$ cat src/rtl/frame_end_alert_nch_pkg.sv
// Shared types and helpers for the N-channel frame-end alert block.
// Optional per-channel frame counting is enabled by the FEA_FRAME_CNT_EN macro.
package fea_pkg;

    typedef enum logic {
        FEA_IDLE = 1'b0,
        FEA_OPEN = 1'b1
    } fea_state_t;

    localparam int unsigned FEA_CNT_W = 16;

    // True when a timeout limit fits in a counter of the given width.
    function automatic bit to_limit_ok(input longint unsigned limit, input int unsigned w);
        return (w >= 32'd64) || (limit < (64'd1 << w));
    endfunction

endpackage

$ cat src/rtl/frame_end_alert_nch_if.sv
// Marker-strobe and alert bundle between the marker decoders and the frame-end alert block.
// Carries cnt_clr/frame_cnt only when FEA_FRAME_CNT_EN is defined.
interface frame_end_alert_nch_if
    import fea_pkg::*;
#(
    parameter int unsigned N_CH = 5
);
    logic [N_CH-1:0] ch_en;
    logic [N_CH-1:0] me_ctrls;
    logic [N_CH-1:0] me_crc;
    logic [N_CH-1:0] fe;
    logic [N_CH-1:0] to_err;
    logic [N_CH-1:0] ovr_err;
    logic [N_CH-1:0] orphan_crc;
    logic [N_CH-1:0] busy;
`ifdef FEA_FRAME_CNT_EN
    logic                      cnt_clr;
    logic [N_CH*FEA_CNT_W-1:0] frame_cnt;
`endif

`ifdef FEA_FRAME_CNT_EN
    modport master (
        output ch_en, me_ctrls, me_crc, cnt_clr,
        input  fe, to_err, ovr_err, orphan_crc, busy, frame_cnt
    );
    modport slave (
        input  ch_en, me_ctrls, me_crc, cnt_clr,
        output fe, to_err, ovr_err, orphan_crc, busy, frame_cnt
    );
`else
    modport master (
        output ch_en, me_ctrls, me_crc,
        input  fe, to_err, ovr_err, orphan_crc, busy
    );
    modport slave (
        input  ch_en, me_ctrls, me_crc,
        output fe, to_err, ovr_err, orphan_crc, busy
    );
`endif

endinterface

$ cat src/rtl/frame_end_alert_nch_channel.sv
// One channel: IDLE/OPEN frame tracker with open-frame timeout and registered alert pulses.
// With FEA_FRAME_CNT_EN defined it also keeps a saturating count of frame-end pulses.
module fea_channel
    import fea_pkg::*;
#(
    parameter int unsigned TO_W     = 16,
    parameter int unsigned TO_LIMIT = 1000
) (
    input  logic                 clk,
    input  logic                 rst_n,
`ifdef FEA_FRAME_CNT_EN
    input  logic                 cnt_clr,
    output logic [FEA_CNT_W-1:0] frame_cnt,
`endif
    input  logic                 en,
    input  logic                 ctrl,
    input  logic                 crc,
    output logic                 fe,
    output logic                 to_err,
    output logic                 ovr_err,
    output logic                 orphan_crc,
    output logic                 busy
);

    localparam logic [TO_W-1:0] CNT_MAX = {TO_W{1'b1}};
    localparam bit              TO_ON   = (TO_LIMIT != 32'd0);
    // The counter holds (cycles open - 1), so expiry is one below the limit.
    localparam logic [TO_W-1:0] TO_LAST = TO_ON ? TO_W'(TO_LIMIT - 32'd1) : {TO_W{1'b0}};

    fea_state_t      state_r, state_s;
    logic [TO_W-1:0] cnt_r, cnt_s;
    logic            fe_r, fe_s;
    logic            to_r, to_s;
    logic            ovr_r, ovr_s;
    logic            orph_r, orph_s;

    // Next-state, timeout counter and pulse decode for one channel.
    always_comb begin
        state_s = state_r;
        cnt_s   = cnt_r;
        fe_s    = 1'b0;
        to_s    = 1'b0;
        ovr_s   = 1'b0;
        orph_s  = 1'b0;
        if (!en) begin
            state_s = FEA_IDLE;
            cnt_s   = {TO_W{1'b0}};
        end else begin
            case (state_r)
                FEA_IDLE: begin
                    cnt_s = {TO_W{1'b0}};
                    if (ctrl && !crc) begin
                        state_s = FEA_OPEN;
                    end else if (ctrl && crc) begin
                        fe_s = 1'b1;
                    end else if (crc) begin
                        orph_s = 1'b1;
                    end else begin
                        state_s = FEA_IDLE;
                    end
                end
                FEA_OPEN: begin
                    if (crc) begin
                        fe_s    = 1'b1;
                        cnt_s   = {TO_W{1'b0}};
                        state_s = ctrl ? FEA_OPEN : FEA_IDLE;
                    end else if (ctrl) begin
                        ovr_s = 1'b1;
                        cnt_s = {TO_W{1'b0}};
                    end else if (TO_ON && (cnt_r == TO_LAST)) begin
                        to_s    = 1'b1;
                        cnt_s   = {TO_W{1'b0}};
                        state_s = FEA_IDLE;
                    end else if (cnt_r != CNT_MAX) begin
                        cnt_s = cnt_r + TO_W'(1);
                    end else begin
                        cnt_s = cnt_r;
                    end
                end
                default: begin
                    state_s = FEA_IDLE;
                    cnt_s   = {TO_W{1'b0}};
                end
            endcase
        end
    end

    // State, counter and pulse registers.
    always_ff @(posedge clk or negedge rst_n) begin
        if (!rst_n) begin
            state_r <= FEA_IDLE;
            cnt_r   <= {TO_W{1'b0}};
            fe_r    <= 1'b0;
            to_r    <= 1'b0;
            ovr_r   <= 1'b0;
            orph_r  <= 1'b0;
        end else begin
            state_r <= state_s;
            cnt_r   <= cnt_s;
            fe_r    <= fe_s;
            to_r    <= to_s;
            ovr_r   <= ovr_s;
            orph_r  <= orph_s;
        end
    end

    assign fe         = fe_r;
    assign to_err     = to_r;
    assign ovr_err    = ovr_r;
    assign orphan_crc = orph_r;
    assign busy       = (state_r == FEA_OPEN);

`ifdef FEA_FRAME_CNT_EN
    localparam logic [FEA_CNT_W-1:0] FCNT_MAX = {FEA_CNT_W{1'b1}};

    logic [FEA_CNT_W-1:0] fcnt_r, fcnt_s;

    // Frame count: clear wins over an increment in the same cycle.
    always_comb begin
        fcnt_s = fcnt_r;
        if (cnt_clr) begin
            fcnt_s = {FEA_CNT_W{1'b0}};
        end else if (fe_s && (fcnt_r != FCNT_MAX)) begin
            fcnt_s = fcnt_r + FEA_CNT_W'(1);
        end else begin
            fcnt_s = fcnt_r;
        end
    end

    // Frame count register.
    always_ff @(posedge clk or negedge rst_n) begin
        if (!rst_n) begin
            fcnt_r <= {FEA_CNT_W{1'b0}};
        end else begin
            fcnt_r <= fcnt_s;
        end
    end

    assign frame_cnt = fcnt_r;
`endif

endmodule

$ cat src/rtl/frame_end_alert_nch.sv
// N-channel frame-end alert: one independent fea_channel per marker channel.
// Define FEA_FRAME_CNT_EN to add per-channel frame counters and a shared clear.
module frame_end_alert_nch
    import fea_pkg::*;
#(
    parameter int unsigned N_CH     = 5,
    parameter int unsigned TO_W     = 16,
    parameter int unsigned TO_LIMIT = 1000
) (
    input logic                  clk,
    input logic                  rst_n,
    frame_end_alert_nch_if.slave bus
);

    if (!to_limit_ok(64'(TO_LIMIT), TO_W)) begin : g_bad_to_limit
        $error("frame_end_alert_nch: TO_LIMIT must be below 2**TO_W");
    end
    if ((N_CH < 32'd1) || (N_CH > 32'd32)) begin : g_bad_n_ch
        $error("frame_end_alert_nch: N_CH must be 1..32");
    end

    logic [N_CH-1:0] fe_s;
    logic [N_CH-1:0] to_err_s;
    logic [N_CH-1:0] ovr_err_s;
    logic [N_CH-1:0] orphan_crc_s;
    logic [N_CH-1:0] busy_s;
`ifdef FEA_FRAME_CNT_EN
    logic [N_CH*FEA_CNT_W-1:0] frame_cnt_s;
`endif

    for (genvar i = 0; i < N_CH; i++) begin : g_ch
        fea_channel #(
            .TO_W     (TO_W),
            .TO_LIMIT (TO_LIMIT)
        ) u_ch (
            .clk        (clk),
            .rst_n      (rst_n),
`ifdef FEA_FRAME_CNT_EN
            .cnt_clr    (bus.cnt_clr),
            .frame_cnt  (frame_cnt_s[i*FEA_CNT_W +: FEA_CNT_W]),
`endif
            .en         (bus.ch_en[i]),
            .ctrl       (bus.me_ctrls[i]),
            .crc        (bus.me_crc[i]),
            .fe         (fe_s[i]),
            .to_err     (to_err_s[i]),
            .ovr_err    (ovr_err_s[i]),
            .orphan_crc (orphan_crc_s[i]),
            .busy       (busy_s[i])
        );
    end

    assign bus.fe         = fe_s;
    assign bus.to_err     = to_err_s;
    assign bus.ovr_err    = ovr_err_s;
    assign bus.orphan_crc = orphan_crc_s;
    assign bus.busy       = busy_s;
`ifdef FEA_FRAME_CNT_EN
    assign bus.frame_cnt  = frame_cnt_s;
`endif

endmodule

$ cat src/flat_wrapper.sv
// flat-port wrapper written by rule: the top's interface ports become plain ports
module frame_end_alert_nch_flat import fea_pkg::*;
#(
    parameter int unsigned N_CH     = 5,
    parameter int unsigned TO_W     = 16,
    parameter int unsigned TO_LIMIT = 1000
)
  (clk, rst_n, bus_ch_en, bus_me_ctrls, bus_me_crc, bus_fe, bus_to_err, bus_ovr_err, bus_orphan_crc, bus_busy);
  frame_end_alert_nch_if #(.N_CH(N_CH)) bus_i ();
  input logic clk;
  input logic rst_n;
  input wire logic [$bits(bus_i.ch_en)-1:0] bus_ch_en;
  input wire logic [$bits(bus_i.me_ctrls)-1:0] bus_me_ctrls;
  input wire logic [$bits(bus_i.me_crc)-1:0] bus_me_crc;
  output wire logic [$bits(bus_i.fe)-1:0] bus_fe;
  output wire logic [$bits(bus_i.to_err)-1:0] bus_to_err;
  output wire logic [$bits(bus_i.ovr_err)-1:0] bus_ovr_err;
  output wire logic [$bits(bus_i.orphan_crc)-1:0] bus_orphan_crc;
  output wire logic [$bits(bus_i.busy)-1:0] bus_busy;
  assign bus_i.ch_en = bus_ch_en;
  assign bus_i.me_ctrls = bus_me_ctrls;
  assign bus_i.me_crc = bus_me_crc;
  assign bus_fe = bus_i.fe;
  assign bus_to_err = bus_i.to_err;
  assign bus_ovr_err = bus_i.ovr_err;
  assign bus_orphan_crc = bus_i.orphan_crc;
  assign bus_busy = bus_i.busy;
  frame_end_alert_nch #(.N_CH(N_CH), .TO_W(TO_W), .TO_LIMIT(TO_LIMIT)) u_core (.clk(clk), .rst_n(rst_n), .bus(bus_i));
endmodule
$ cat config.mk
export PLATFORM = sky130hd
export DESIGN_NAME = frame_end_alert_nch_flat
export DESIGN_NICKNAME = d
export VERILOG_FILES = /design/src/rtl/frame_end_alert_nch_pkg.sv /design/src/rtl/frame_end_alert_nch_if.sv /design/src/rtl/frame_end_alert_nch_channel.sv /design/src/rtl/frame_end_alert_nch.sv /design/src/flat_wrapper.sv
export SDC_FILE = /design/constraint.sdc
export NUM_CORES = 1
export LEC_CHECK = 0
export BUFFER_PORTS_ARGS = -buffer_cell sky130_fd_sc_hd__buf_4
export CAP_MARGIN = 20
export CORE_MARGIN = 2
export CORE_UTILIZATION = 50
export DETAILED_ROUTE_END_ITERATION = 6
export GPL_ROUTABILITY_DRIVEN = 1
export GPL_TIMING_DRIVEN = 0
export PLACE_DENSITY = 0.69
export RECOVER_POWER = 25
export SYNTH_ARGS = -nofsm -noshare
export SYNTH_HDL_FRONTEND = slang
export SYNTH_SLANG_ARGS = --single-unit
$ cat constraint.sdc
create_clock -name clk -period 2.3 [get_ports clk]
set_input_delay 0.115 -clock clk [delete_from_list [all_inputs] [get_ports clk]]
set_output_delay 0.115 -clock clk [all_outputs]
set_load 0.01 [all_outputs]
## Word-level counts from Yosys, hierarchy flattened

Cells that the tools add are included.

| operators by class | value |
|---|---|
| add/subtract/negate cells | 5 |
| equality and inequality tests | 15 |
| multiplexer cells | 150 |
| bitwise logic cells | 5 |
| reductions and logical operators | 15 |

Operator list:

| kind | number |
|---|---|
| 16-bit two-way mux | 25 |
| 16-bit case mux with 2 select lines | 5 |
| 1-bit two-way mux | 110 |
| 16-bit by 1-bit adder with 16-bit output (second input constant) | 5 |
| 16-bit by 10-bit equality test with 1-bit output (second input constant) | 5 |
| 16-bit != test (second input constant) | 5 |
| 6-bit by 4-bit != test with 1-bit output (second input constant) | 5 |
| 1-bit case mux with 2 select lines | 10 |
| 1-bit logical AND | 10 |
| 1-bit logical NOT | 5 |
| 1-bit NOT | 5 |

| storage, ports and cells | value |
|---|---|
| register bits | 105 |
| input bits | 17 |
| output and inout bits | 25 |
| word-level logic and storage cells | 220 |

## Longest topological paths before layout

| logic depth | value |
|---|---|
| word-level depth | 7 |
| gate-level depth with buffers | 7 |
| mapped depth without buffers | 5 |

## Modules after synthesis

Synthesis repeated with hierarchy kept, for this count alone.

| second synthesis, totals | value |
|---|---|
| cells, all modules | 566 |
| area total of the unflattened synthesis | 5,751.8 sq um |

By module, submodules not included:

| module | times used | cells each | area an instance (sq um) | sequential area each (sq um) |
|---|---|---|---|---|
| fea_channel at u_core.g_ch[0].u_ch ... | 4 | 114 | 1,162.4 | 525.5 |
| fea_channel at u_core.g_ch[4].u_ch | 1 | 110 | 1,102.3 | 525.5 |

## Least setup slack after synthesis

Ideal clock, no wire load.

| timing | value |
|---|---|
| kind | reg2reg |
| start point | register u_core.g_ch[2].u_ch.cnt_r[0] |
| end point | register u_core.g_ch[2].u_ch.cnt_r[1] |
| library setup time | 0.120 ns |
| data arrival time | 1.725 ns |
| required time | 2.180 ns |
| slack | 0.454 ns |
| cell stages (with the launch flop) | 8 |
| buffers on the path | 2 |
| clock period less this slack | 1.846 ns |
| path through | dfrtp_1 > ha_1 > and4_1 > clkbuf_1 > and3_1 > clkbuf_1 > nand2_1 > a41o_1 |

| between the ends | value |
|---|---|
| word-level cells in the longest chain between the ends | 7 |
| elaborated cells on any way between the ends | 10 |
| classes of those cells | add/sub (1); eq/ne (3); mux (6) |

RTL lines:

| item | line | source |
|---|---|---|
| start, declared | frame_end_alert_nch_channel.sv:31 | `logic [TO_W-1:0] cnt_r, cnt_s;` |
| start signal, assigned | frame_end_alert_nch_channel.sv:92 | `cnt_r <= {TO_W{1'b0}};` |
| start signal, assigned | frame_end_alert_nch_channel.sv:99 | `cnt_r <= cnt_s;` |
| 16-bit by 1-bit adder with 16-bit output | frame_end_alert_nch_channel.sv:75 | `cnt_s = cnt_r + TO_W'(1);` |
| 16-bit two-way mux | frame_end_alert_nch_channel.sv:74 | `end else if (cnt_r != CNT_MAX) begin` |
| 16-bit two-way mux | frame_end_alert_nch_channel.sv:70 | `end else if (TO_ON && (cnt_r == TO_LAST)) begin` |
| 16-bit two-way mux | frame_end_alert_nch_channel.sv:67 | `end else if (ctrl) begin` |
| 16-bit two-way mux | frame_end_alert_nch_channel.sv:63 | `if (crc) begin` |
| 16-bit case mux with 2 select lines | frame_end_alert_nch_channel.sv:49 | `case (state_r)` |
| 16-bit two-way mux | frame_end_alert_nch_channel.sv:45 | `if (!en) begin` |

Parallel ways exist; a longest one is shown, timed or not. The select of a mux whose other input is x is not followed.
A chain may end at the register's enable or synchronous reset.

## Worst setup path after layout

| timing | value |
|---|---|
| start point | register u_core.g_ch[4].u_ch.cnt_r[1] |
| end point | register u_core.g_ch[4].u_ch.cnt_r[13] |

| between the ends | value |
|---|---|
| word-level cells in the longest chain between the ends | 7 |
| elaborated cells on any way between the ends | 10 |
| classes of those cells | add/sub (1); eq/ne (3); mux (6) |

RTL lines:

| item | line |
|---|---|
| start, declared | frame_end_alert_nch_channel.sv:31 |
| start signal, assigned | frame_end_alert_nch_channel.sv:92 |
| start signal, assigned | frame_end_alert_nch_channel.sv:99 |
| 16-bit by 1-bit adder with 16-bit output | frame_end_alert_nch_channel.sv:75 |
| 16-bit two-way mux | frame_end_alert_nch_channel.sv:74 |
| 16-bit two-way mux | frame_end_alert_nch_channel.sv:70 |
| 16-bit two-way mux | frame_end_alert_nch_channel.sv:67 |
| 16-bit two-way mux | frame_end_alert_nch_channel.sv:63 |
| 16-bit case mux with 2 select lines | frame_end_alert_nch_channel.sv:49 |
| 16-bit two-way mux | frame_end_alert_nch_channel.sv:45 |

Parallel ways exist; a longest one is shown, timed or not. The select of a mux whose other input is x is not followed.

==> impl_metrics.py <==
metrics = {
    "layout": {
        "diodes": 0,
        "nets": 728,
        "mostFrequentLayoutCells": "105 x dfrtp_1, 65 x nand3_1, 64 x buf_4, 53 x nand2_1, 41 x mux2i_1",
        "drive_gt1_frac": 0.139,
        "multi_input_area_mm2": 0.00306,
        "layout_commonest_cell": "dfrtp_1",
        "synthToLayoutAreaGrowth_pct": 15.7,
        "fill_cells": 1010,
        "final_cell_area_mm2": 0.00695,
        "seqCellArea_mm2": 0.00263,
    },
    "die": {
        "dieArea_mm2": 0.0129,
        "fp.dieW_um": 114,
        "floorplan.initialDensity": 0.507,
        "rows": 40,
        "die_h_um": 114,
        "core_area_mm2": 0.0119,
        "io_pins": 42,
    },
    "sta": {
        "setup_tns_ps": 0,
        "skew_ps": 6.92,
        "drv_slew": 0,
        "hold_viol": 0,
        "hold_ws_ps": 34.5,
        "fin_crit_sh": 0.932,
        "fmax_mhz": 466,
        "setup_viol": 0,
        "slew-limit-headroom": 0.0322,
        "worst_pin_slew_ps": 1450,
        "fin_crit_ps": 2140,
        "rsz0062_at_grt": "no",
    },
    "detailed_routing": {
        "drc": 0,
        "vias": 5225,
        "dr.pass1.iters": 5,
        "viasPerCell": 6.09,
        "route.detailed.wl_per_inst_um": 15.7,
        "drt_iter0_markers": 367,
        "ant_nets": 0,
        "routed_wl_mm": 13.5,
    },
    "setup_path": {
        "arrival_ps": 2370,
        "start_kind": "flop",
        "cp_slowest_stage_delay_ps": 640,
        "cp_slowest_cell": "nor4_1",
        "critPathRequiredTime_ps": 2520,
        "setup.worst_path.class": "reg -> reg",
        "path_cells": "ha_1 -> nand2_1 -> nor4_1 -> buf_2 -> a211oi_1 -> mux2i_1",
        "end_kind": "flop",
        "cp_max_fo": 10,
    },
    "global_routing": {
        "met2_usage": 0.342,
        "first_global_vias": 4973,
        "grt_max_degree": 57,
        "use_met1": 0.299,
        "antenna_found_initial": 0,
        "globalRouteOverflowTotal": 0,
        "gr-usage-all-layers": 0.216,
        "grtUsageMet3": 0.0553,
        "grt_pass1_wl_mm": 22.9,
        "top_usage_layer": "met2",
    },
    "status": {
        "status": "finished, final reports clean",
    },
    "clock_network": {
        "clkTransAtPathRegs_ps": 70,
        "numCtsBuffers": 9,
        "cts_tree": "done",
        "htreeDepth": 3,
        "cts_buffer_depth": 2,
        "postCtsSetupBuffers": 0,
        "root_buffer": "clkbuf_16",
        "cts.sinks": 105,
        "clkLatencyLatePin_ps": 350,
    },
    "synthesis": {
        "syn_avg_cell_area_um2": 9.33,
        "ys_seq_elements": 105,
        "synth_edf_count": 0,
        "async_reset_ff_frac": 1.00,
        "synth.area.top_cells": "dfrtp_1 44%, mux2i_1 6.8%, nand3_1 5.4%, nand3b_1 3.4%, a21oi_1 3.3%",
        "seq_area_frac_synth": 0.437,
        "syn_area_mm2": 0.00601,
        "synthCells": 644,
        "synthesis.nets": 666,
        "yosysTopAreaCell": "dfrtp_1",
        "ys_types": 52,
        "ys_warn_count": 0,
        "synth_top_cell_area_share": 0.437,
        "synth-main-ff-cell": "dfrtp_1",
    },
    "placement": {
        "io_buffers": 41,
        "gp_congestion": 0.882,
        "dp_hpwl_mm": 9.35,
        "postPlaceCellArea_mm2": 0.00653,
    },
    "power": {
        "peakVddDrop_v": 0.000424,
        "p_leak_nw": 2.81,
        "power_density_mw_per_mm2": 525,
        "power_w": 0.00365,
    },
    "run": {
        "cap_violations": 0,
    },
    "worst_hold_path": {
        "hold_class": "in -> reg",
    },
}
metal layers:
metal | part of all wire | up-vias
met4 | 0.012 | 0
met5 | 0 | -
li1 | - | 2532
met2 | 0.47 | 141
met3 | 0.053 | 11
met1 | 0.47 | 2541
path summary, 6_finish.rpt:
check                                                         start                                        end  slack (ps)  depth (start not counted)
setup / recovery           u_core.g_ch[4].u_ch.cnt_r[1]$_DFFE_PN0P_  u_core.g_ch[4].u_ch.cnt_r[13]$_DFFE_PN0P_         160                          6
hold / removal                                         bus_ch_en[1]         u_core.g_ch[1].u_ch.busy$_DFF_PN0_          30                          3
setup reg to reg           u_core.g_ch[4].u_ch.cnt_r[1]$_DFFE_PN0P_  u_core.g_ch[4].u_ch.cnt_r[13]$_DFFE_PN0P_         160                          6
hold reg to reg                  u_core.g_ch[1].u_ch.busy$_DFF_PN0_   u_core.g_ch[1].u_ch.orphan_crc$_DFF_PN0_         500                          1
max in group asynchronous                                     rst_n  u_core.g_ch[2].u_ch.cnt_r[15]$_DFFE_PN0P_         770                          3
min in group asynchronous                                     rst_n   u_core.g_ch[3].u_ch.cnt_r[7]$_DFFE_PN0P_         640                          2
worst max-delay path: cells and delay by family, from the launching register on:
family | cells | cell delay, ps
buffers and inverters | 1 | 330
DFF | 1 | 400
AOI/OAI and AO/OA | 1 | 120
muxes | 1 | 150
and+or+nand+nor | 2 | 780
adders and majority gates | 1 | 230
final cells by class:
class / instances / area share
Inverter: 13 / 0.00702
Buffer: 53 / 0.0428
Timing Repair Buffer: 52 / 0.0617
Multi-Input combinational cell: 472 / 0.440
Clock buffer: 12 / 0.0369
Tap cell: 147 / 0.0265
Sequential cell: 105 / 0.378
Clock inverter: 4 / 0.00738
sequential cells by signal (all words and copies together) (netlist names):
signal	flops
u_core.g_ch.u_ch.orphan_crc	5
u_core.g_ch.u_ch.fe	5
u_core.g_ch.u_ch.ovr_err	5
u_core.g_ch.u_ch.cnt_r	80
u_core.g_ch.u_ch.busy	5
u_core.g_ch.u_ch.to_err	5
cells in the mapped netlist (2+ instances only):
library cell,n
a2111oi_0,2
a211oi_1,18
a21boi_0,9
a21oi_1,40
a311oi_1,2
a31oi_1,8
a41o_1,2
and2_1,7
and3_1,20
and4_1,10
buf_2,4
buf_4,25
clkbuf_1,25
dfrtp_1,105
ha_1,5
inv_1,13
mux2i_1,41
nand2_1,53
nand2b_1,10
nand3_1,65
nand3b_1,27
nand4_1,23
nand4bb_1,4
nor2_1,23
nor2b_1,2
nor3_1,14
nor3b_1,6
nor4_1,15
nor4_2,2
nor4bb_1,3
o2111ai_1,3
o211ai_1,4
o21ai_0,15
o31ai_1,6
or2_2,3
or3_1,9
or3b_2,2
or4_1,5
cells by family (layout without fill, tap and decap cells):
group | Yosys count | in the layout | share of synthesized area
fa+ha+maj | 5 | 5 | 0.0104
flops | 105 | 105 | 0.437
buf+inv | 67 | 134 | 0.0583
mux | 42 | 42 | 0.0702
simple gates | 310 | 310 | 0.301
compound gates | 115 | 115 | 0.123
metrics by stage:
stage,cells,util,setup slack (ps)
after floorplan,644,-,454
after global placement,832,0.548,66.8
after detailed placement,833,0.550,75.3
after CTS,859,0.585,49.3
after global routing,858,0.586,9.25
final,858,0.586,156
repair_timing:
item	in CTS	in global routing
resized for setup	0	3
endpoints found under the hold margin	64	0
setup endpoints to repair	0	16
hold buffers	10	0
where the power goes:
| group | internal [W] | switching (W) |
|---|---|---|
| combinational | 0.0000894 | 0.000104 |
| sequential | 0.00186 | 0.0000114 |
| clock | 0.000904 | 0.000677 |
| total | 0.00285 | 0.000793 |
Note: power is estimated with default switching activity, not from simulation.
